## src/rtl/dance_motion_engine.sv

```systemverilog
// dance_motion_engine: per-channel dancer sprite motion, stepped once per VGA frame in the current beat direction.
// Optional feature macro: MOTION_BEAT_GATE_EN (steps additionally wait for beating=1).
module dance_motion_engine #(
  parameter int NUM_DANCERS = 4,
  parameter int XW          = 10,
  parameter int YW          = 9,
  parameter int X_MAX       = 639,
  parameter int Y_MAX       = 479
) (
  input  logic                      clk,
  input  logic                      reset,
  input  logic [XW-1:0]             vga_x,
  input  logic [YW-1:0]             vga_y,
  input  logic                      beat_hit,
  input  logic                      beating,
  input  logic [NUM_DANCERS-1:0]    dancer_en,
  input  logic [2*NUM_DANCERS-1:0]  mode,
  input  logic [11:0]               step_frames,
  input  logic [NUM_DANCERS-1:0]    load,
  input  logic [XW*NUM_DANCERS-1:0] x_init,
  input  logic [YW*NUM_DANCERS-1:0] y_init,
  output logic [XW*NUM_DANCERS-1:0] pos_x,
  output logic [YW*NUM_DANCERS-1:0] pos_y,
  output logic                      direction,
  output logic [31:0]               frame_count
);

  localparam logic [XW-1:0] X_LIM = XW'(X_MAX);
  localparam logic [YW-1:0] Y_LIM = YW'(Y_MAX);

  function automatic logic [XW-1:0] step_x(input logic [XW-1:0] v, input logic up);
    if (up) return (v >= X_LIM) ? v : v + XW'(1);
    return (v == '0) ? v : v - XW'(1);
  endfunction

  function automatic logic [YW-1:0] step_y(input logic [YW-1:0] v, input logic up);
    if (up) return (v >= Y_LIM) ? v : v + YW'(1);
    return (v == '0) ? v : v - YW'(1);
  endfunction

`ifdef MOTION_BEAT_GATE_EN
  logic step_gate;
  assign step_gate = beating;
`else
  logic step_gate;
  logic beating_unused;
  assign step_gate      = 1'b1;
  assign beating_unused = beating;
`endif

  // Frame tick fires once on arrival at the scan origin, re-arming once the scan leaves it.
  logic        at_origin, frame_tick;
  logic        armed_q, armed_d;
  logic [31:0] frame_count_q, frame_count_d;
  logic        direction_q, direction_d;
  logic [11:0] step_thr;

  assign at_origin  = (vga_x == '0) && (vga_y == '0);
  assign frame_tick = at_origin && armed_q;
  assign step_thr   = (step_frames == 12'd0) ? 12'd0 : step_frames - 12'd1;

  always_comb begin
    armed_d       = armed_q;
    frame_count_d = frame_count_q;
    direction_d   = direction_q ^ beat_hit;
    if (frame_tick) begin
      armed_d       = 1'b0;
      frame_count_d = frame_count_q + 32'd1;
    end else if (!at_origin) begin
      armed_d = 1'b1;
    end
  end

  always_ff @(posedge clk) begin
    if (reset) begin
      armed_q       <= 1'b1;
      frame_count_q <= '0;
      direction_q   <= 1'b0;
    end else begin
      armed_q       <= armed_d;
      frame_count_q <= frame_count_d;
      direction_q   <= direction_d;
    end
  end

  assign direction   = direction_q;
  assign frame_count = frame_count_q;

  for (genvar gi = 0; gi < NUM_DANCERS; gi++) begin : g_ch
    logic [11:0]   cnt_q, cnt_d;
    logic [XW-1:0] px_q, px_d, x_load;
    logic [YW-1:0] py_q, py_d, y_load;
    logic [1:0]    ch_mode;
    logic          move_x, move_y;

    assign x_load  = x_init[gi*XW +: XW];
    assign y_load  = y_init[gi*YW +: YW];
    assign ch_mode = mode[2*gi +: 2];
    assign move_x  = (ch_mode == 2'b00) || (ch_mode == 2'b01);
    assign move_y  = (ch_mode == 2'b00) || (ch_mode == 2'b10);

    // Steps use direction_q, i.e. the value before any coincident beat toggle.
    always_comb begin
      cnt_d = cnt_q;
      px_d  = px_q;
      py_d  = py_q;
      if (load[gi]) begin
        px_d  = x_load;
        py_d  = y_load;
        cnt_d = '0;
      end else if (frame_tick && dancer_en[gi]) begin
        if (cnt_q < step_thr) begin
          cnt_d = cnt_q + 12'd1;
        end else if (!step_gate) begin
          cnt_d = step_thr;
        end else begin
          cnt_d = '0;
          if (move_x) px_d = step_x(px_q, direction_q);
          if (move_y) py_d = step_y(py_q, direction_q);
        end
      end
    end

    always_ff @(posedge clk) begin
      if (reset) begin
        cnt_q <= '0;
        px_q  <= x_load;
        py_q  <= y_load;
      end else begin
        cnt_q <= cnt_d;
        px_q  <= px_d;
        py_q  <= py_d;
      end
    end

    assign pos_x[gi*XW +: XW] = px_q;
    assign pos_y[gi*YW +: YW] = py_q;
  end

endmodule

```

## config.mk

```make
export PLATFORM = sky130hd
export DESIGN_NAME = dance_motion_engine
export DESIGN_NICKNAME = d
export VERILOG_FILES = /design/src/rtl/dance_motion_engine.sv
export SDC_FILE = /design/constraint.sdc
export NUM_CORES = 1
export LEC_CHECK = 0
export ABC_AREA = 1
export BUFFER_PORTS_ARGS = -buffer_cell sky130_fd_sc_hd__buf_2
export CAP_MARGIN = 10
export CORE_ASPECT_RATIO = 1.1
export CORE_UTILIZATION = 45
export DETAILED_ROUTE_END_ITERATION = 8
export GPL_TIMING_DRIVEN = 0
export PLACE_DENSITY = 0.7
export SLEW_MARGIN = 15
export SYNTH_ARGS = -nofsm -noshare
export SYNTH_HDL_FRONTEND = slang
export SYNTH_SLANG_ARGS = --single-unit
```

## constraint.sdc

```tcl
create_clock -name clk -period 3.4 [get_ports clk]
set_clock_uncertainty 0.05 [all_clocks]
set_input_delay 0.34 -clock clk [delete_from_list [all_inputs] [get_ports clk]]
set_output_delay 0.34 -clock clk [all_outputs]
set_load 0.005 [all_outputs]
```

[Word-level counts from Yosys, hierarchy flattened]
Index checks and enable logic that the tools add are counted.
W data, S select, Z words.
Storage, ports and cells
  bits of input ports: 127
  flip-flop bits (word level): 158
  logic and storage cells: 244
  output and inout bits: 109
Cells by class
  bitwise operators: 1
  magnitude comparators: 12
  eq/ne operators: 29
  $add $sub $neg: 22
  multiplexer cells: 112
  reduce and logical (&&, ||, !) cells: 53
Operators by type and width (count)
  $mux W10: 36
  $mux W9: 36
  $mux W12: 5
  $logic_not A10 Y1: 5
  $add A12 B1 Y12 const B: 4
  $lt A12 B12 Y1: 4
  $logic_not A9 Y1: 5
  $add A10 B1 Y10 const B: 4
  $ge A10 B10 Y1 const B: 4
  $ne A5 B5 Y1 const B: 8
  $reduce_and A5 Y1: 8
  $sub A10 B1 Y10 const B: 4
  $add A9 B1 Y9 const B: 4
  $ge A9 B9 Y1 const B: 4
  $reduce_bool A3 Y1: 12
  $sub A9 B1 Y9 const B: 4
  $mux W1: 35
  $add A32 B1 Y32 const B: 1
  $ne A4 B4 Y1 const B: 8
  $logic_not A12 Y1: 1
  $ne A3 B3 Y1 const B: 4
  $sub A12 B1 Y12 const B: 1
  $eq A2 B1 Y1 const B: 4
  $eq A2 B2 Y1 const B: 4
  other kinds (6): 24

[Logic depth before layout (Yosys ltp)]
  depth in word-level cells: 12
  depth in mapped cells: 19
  mapped depth without buffers: 18

[Worst setup path before layout]
Ideal clock, no wire load.
  path type: register -> register
  from: reg direction_q (netlist: direction)
  to: reg g_ch[0].px_q[7] (data pin)
  library setup time: 0.255 ns
  clock period less this slack: 3.599 ns
  required time: 3.095 ns
  stages on the path, launching flop included: 14
  arrival: 3.294 ns
  setup slack: -0.199 ns
  buffers on the path: 2
  cell sequence: dfxtp_1 > buf_2 > buf_2 > inv_1 > ha_1 > a21oi_1 > nand2_1 > a21oi_1 > nor2_1 > nor2_1 > xor2_1 > nand2_1 > o21ai_0 > inv_1
Between the ends
  longest elaborated chain between the ends: 11
Ends and longest elaborated chain
  from (decl): line 55  | logic direction_q, direction_d;
  from (signal assigned): line 82  | direction_q <= direction_d;
  $mux W1: line 32  | if (up) return (v >= X_LIM) ? v : v + XW'(1);
  $mux W1: line 118  | if (move_x) px_d = step_x(px_q, direction_q);
  $mux W1: line 112  | if (cnt_q < step_thr) begin
  $mux W1: line 111  | end else if (frame_tick && dancer_en[gi]) begin
  $mux W1: line 107  | if (load[gi]) begin
  $mux W10: line 33  | return (v == '0) ? v : v - XW'(1);
  $mux W10: line 118
  $mux W10: line 112
  $mux W10: line 111
  $mux W10: line 107
  $mux W10: line 125  | if (reset) begin
  to (signal assigned): line 127  | px_q <= x_load;
  to (signal assigned): line 131  | px_q <= px_d;
  to (decl): line 91  | logic [XW-1:0] px_q, px_d, x_load;
Every way passes these cells. The select of a mux whose other input is x is not followed.
A chain may end at the register's enable or synchronous reset.

[Worst setup path after layout]
  from: reg direction_q (netlist: direction)
  to: reg g_ch[3].px_q[7] (data pin)
Between the ends
  longest elaborated chain between the ends: 11
Ends and longest elaborated chain (line)
  $mux W1: 32
  $mux W1: 118
  $mux W1: 112
  $mux W1: 111
  $mux W1: 107
  $mux W10: 33
  $mux W10: 118
  $mux W10: 112
  $mux W10: 111
  $mux W10: 107
  $mux W10: 125
  to (signal assigned): 127
  to (signal assigned): 131
  to (decl): 91
Every way passes these cells. The select of a mux whose other input is x is not followed.

==> metrics.csv <==
metric,value,unit
layout cell share with drive strength beyond 1,0.162,
Core ar.,26200,sq um
Final Slew Violations,0,
"commonest non-fill, non-tap cell in the layout",nand2_1,
most frequent cells in the layout,"nand2_1 (418), buf_2 (236), inv_1 (197)",
Max VDD drop,0.387,mV
number of global-route vias before repair,11300,
post-synthesis async set-or-reset flop share,0,
Tmin final,3.20,ns
initial antenna violation count,3,
largest net degree at the start of global routing,34,
CTS H-tree depth,4,
crit path kind,flop to flop,
Clock Sinks,158,
clock root buffer,clkbuf_16,
area delta synth->final,19.8,%
power density cells,407,nW/um^2
"top cells by area, synth","edfxtp_1 (19%), dfxtp_1 (14%), nand2_1 (13%)",
"Primary FF master, synth",dfxtp_1,
Synth area leader,edfxtp_1,
pre-CTS WS,-0.749,ns
filler instances,2617,
Final Cycle Share,0.941,
register area,3920,sq um
die height,174,um
HPWL Detailed,25500,um
layout net count,2183,
worst path required time,3.54,ns
fin cells,2305,
Crit. End Element,flop,
status,"finished, final reports clean",
Hold Buf Count CTS,0,
drt first pass iters,5,
multi-input logic area,7330,sq um
Die W,158,um
Rows,62,
Routed WL per cell,14.3,um
# Max-Cap Violations,0,
crit path launch type,flop,
Worst-Skew Late Latency,0.44,ns
Worst Path Arrival,3.34,ns
Post-route DRC,0,
RSZ-0062 raised after global routing,false,
Initial Utilization,0.460,
routed wire length,33000,um
Worst-Margin Slew,0.604,ns
vias,12100,
Ports,236,
R2R depth,15,
Max-slew headroom,0.594,
all-layer global routing usage,0.242,
fmax,312,MHz
synth warn,0,
leakage power,6.66,nW
hold depth,3,
Post-DRT Antenna Nets,0,
Post-synth EDFFs,76,
post-synthesis instance area,12100,sq um
Fin Hold WS,0.0994,ns
Longest Clk Path Bufs,2,
Syn Nets,1925,
Placed Cells,2267,
first-iteration detailed-routing DRC count,736,
Overflow after GRT,0,
Yosys top cell area share,0.189,
# port buffers,234,
die footprint,27500,sq um
Inserted Clock Buffers,17,
final hold viol count,0,
post-route setup slack,0.199,ns
CTS tree,built,
"Setup violations, final",0,
Netlist cell types,44,
sequential share of the synthesized area,0.325,
Hold Path Class,input port to flop,
Max Fanout on Critical Path,33,
Post-Syn Instances,1679,
Synth Register Bits,158,
clock slew at reported path FFs,0.07,ns
GPL Wtd Cong,0.933,
Final Util,0.551,
Sum Neg Setup Slack,0,ns
Vias/cell,5.24,
synthesized area per cell,7.19,sq um
first-pass GRT wire length,53300,um
[layer usage]
layer,global-route usage,part of all wire
met1,0.301,0.45
met2,0.430,0.49
met3,0.0330,0.046
met4,0.0701,0.019
met5,0,0.00079
[where the power goes]
group / internal [W] / switching (W) / leakage [nW]
clock network: 0.000988 / 0.000941 / 0.291
logic: 0.000684 / 0.000978 / 4.95
registers: 0.00214 / 0.000153 / 1.42
[path summary, 6_finish.rpt]
check | from | endpoint | slack, ns
setup reg to reg | direction$_SDFF_PP0_ | g_ch[3].px_q[7]$_DFFE_PP_ | 0.20
hold / removal | beat_hit | direction$_SDFF_PP0_ | 0.1
hold reg to reg | frame_count[6]$_SDFFE_PP0P_ | frame_count[6]$_SDFFE_PP0P_ | 0.45
setup / recovery | direction$_SDFF_PP0_ | g_ch[3].px_q[7]$_DFFE_PP_ | 0.20
[logic make-up (layout without fill, tap and decap cells)]
kind of cell / after synthesis / count (layout) / synth area share
xor+xnor: 65 / 65 / 0.0471
other cells: 0 / 3 / 0
mux: 2 / 2 / 0.00166
compound gates: 249 / 249 / 0.115
buf+inv: 230 / 501 / 0.0735
fa+ha+maj: 119 / 119 / 0.128
simple gates: 856 / 856 / 0.310
flops: 158 / 158 / 0.325
[area by class of cell]
class                      instances  share of cell area
multi-input combinational       1291               0.507
sequential                       158               0.271
timing repair buffer             239              0.0876
inverter                         202              0.0527
tap                              352              0.0305
clock buffer                      17              0.0294
clock inverter                    15              0.0113
buffer                            28             0.00952
antenna                            3            0.000519
[cells in the mapped netlist (3+ instances only)]
cell      number
a21o_1         8
clkbuf_1      20
o22ai_1        4
inv_1        198
edfxtp_1      76
ha_1         111
xnor2_1       17
o21bai_1      11
nor3_1        51
dfxtp_1       82
inv_2          4
a21oi_1       89
fa_1           8
nor4_1        19
buf_4          3
and3_1         4
xor2_1        48
nand3b_1       6
nand2_1      419
nand4_1       50
o31a_1         8
a31oi_1       15
o21a_1         3
nor2_1       168
buf_2          4
nand3_1      116
nor2_2         3
o21ai_0      101
or2_2          8
nor2_4         6
[metrics by stage]
stage          total power, W  cell area, sq um
2_1_floorplan         0.00345             12100
3_3_place_gp          0.00392             13700
3_5_place_dp          0.00397             13700
4_1_cts               0.00591             14400
5_1_grt               0.00627             14500
6_report              0.00589             14500
[sequential cells by signal, summed over array words and instances, names as in the netlist]
register and count:
g_ch.py_q 36, armed_q 1, g_ch.cnt_q 48, g_ch.px_q 40
frame_count 32, direction 1
[repair_timing]
| item | in CTS | in global routing |
|---|---|---|
| setup endpoints to repair | 112 | 104 |
| buffers inserted | 1 | 2 |
| pin swaps | 0 | 2 |
| gates resized for setup | 9 | 11 |
[worst max-delay path, stage by stage (launching register included)]
cell	delay, ns
dfxtp_1	0.34
clkbuf_4	0.27
buf_6	0.25
clkinvlp_4	0.17
buf_16	0.19
buf_12	0.18
ha_1	0.36
a21oi_1	0.20
nand2_1	0.12
a21oi_1	0.24
nor2_1	0.07
nor2_1	0.12
xor2_1	0.15
nand2_1	0.06
o21ai_0	0.08
inv_1	0.06
No activity file was read; power rests on OpenSTA's default activity.
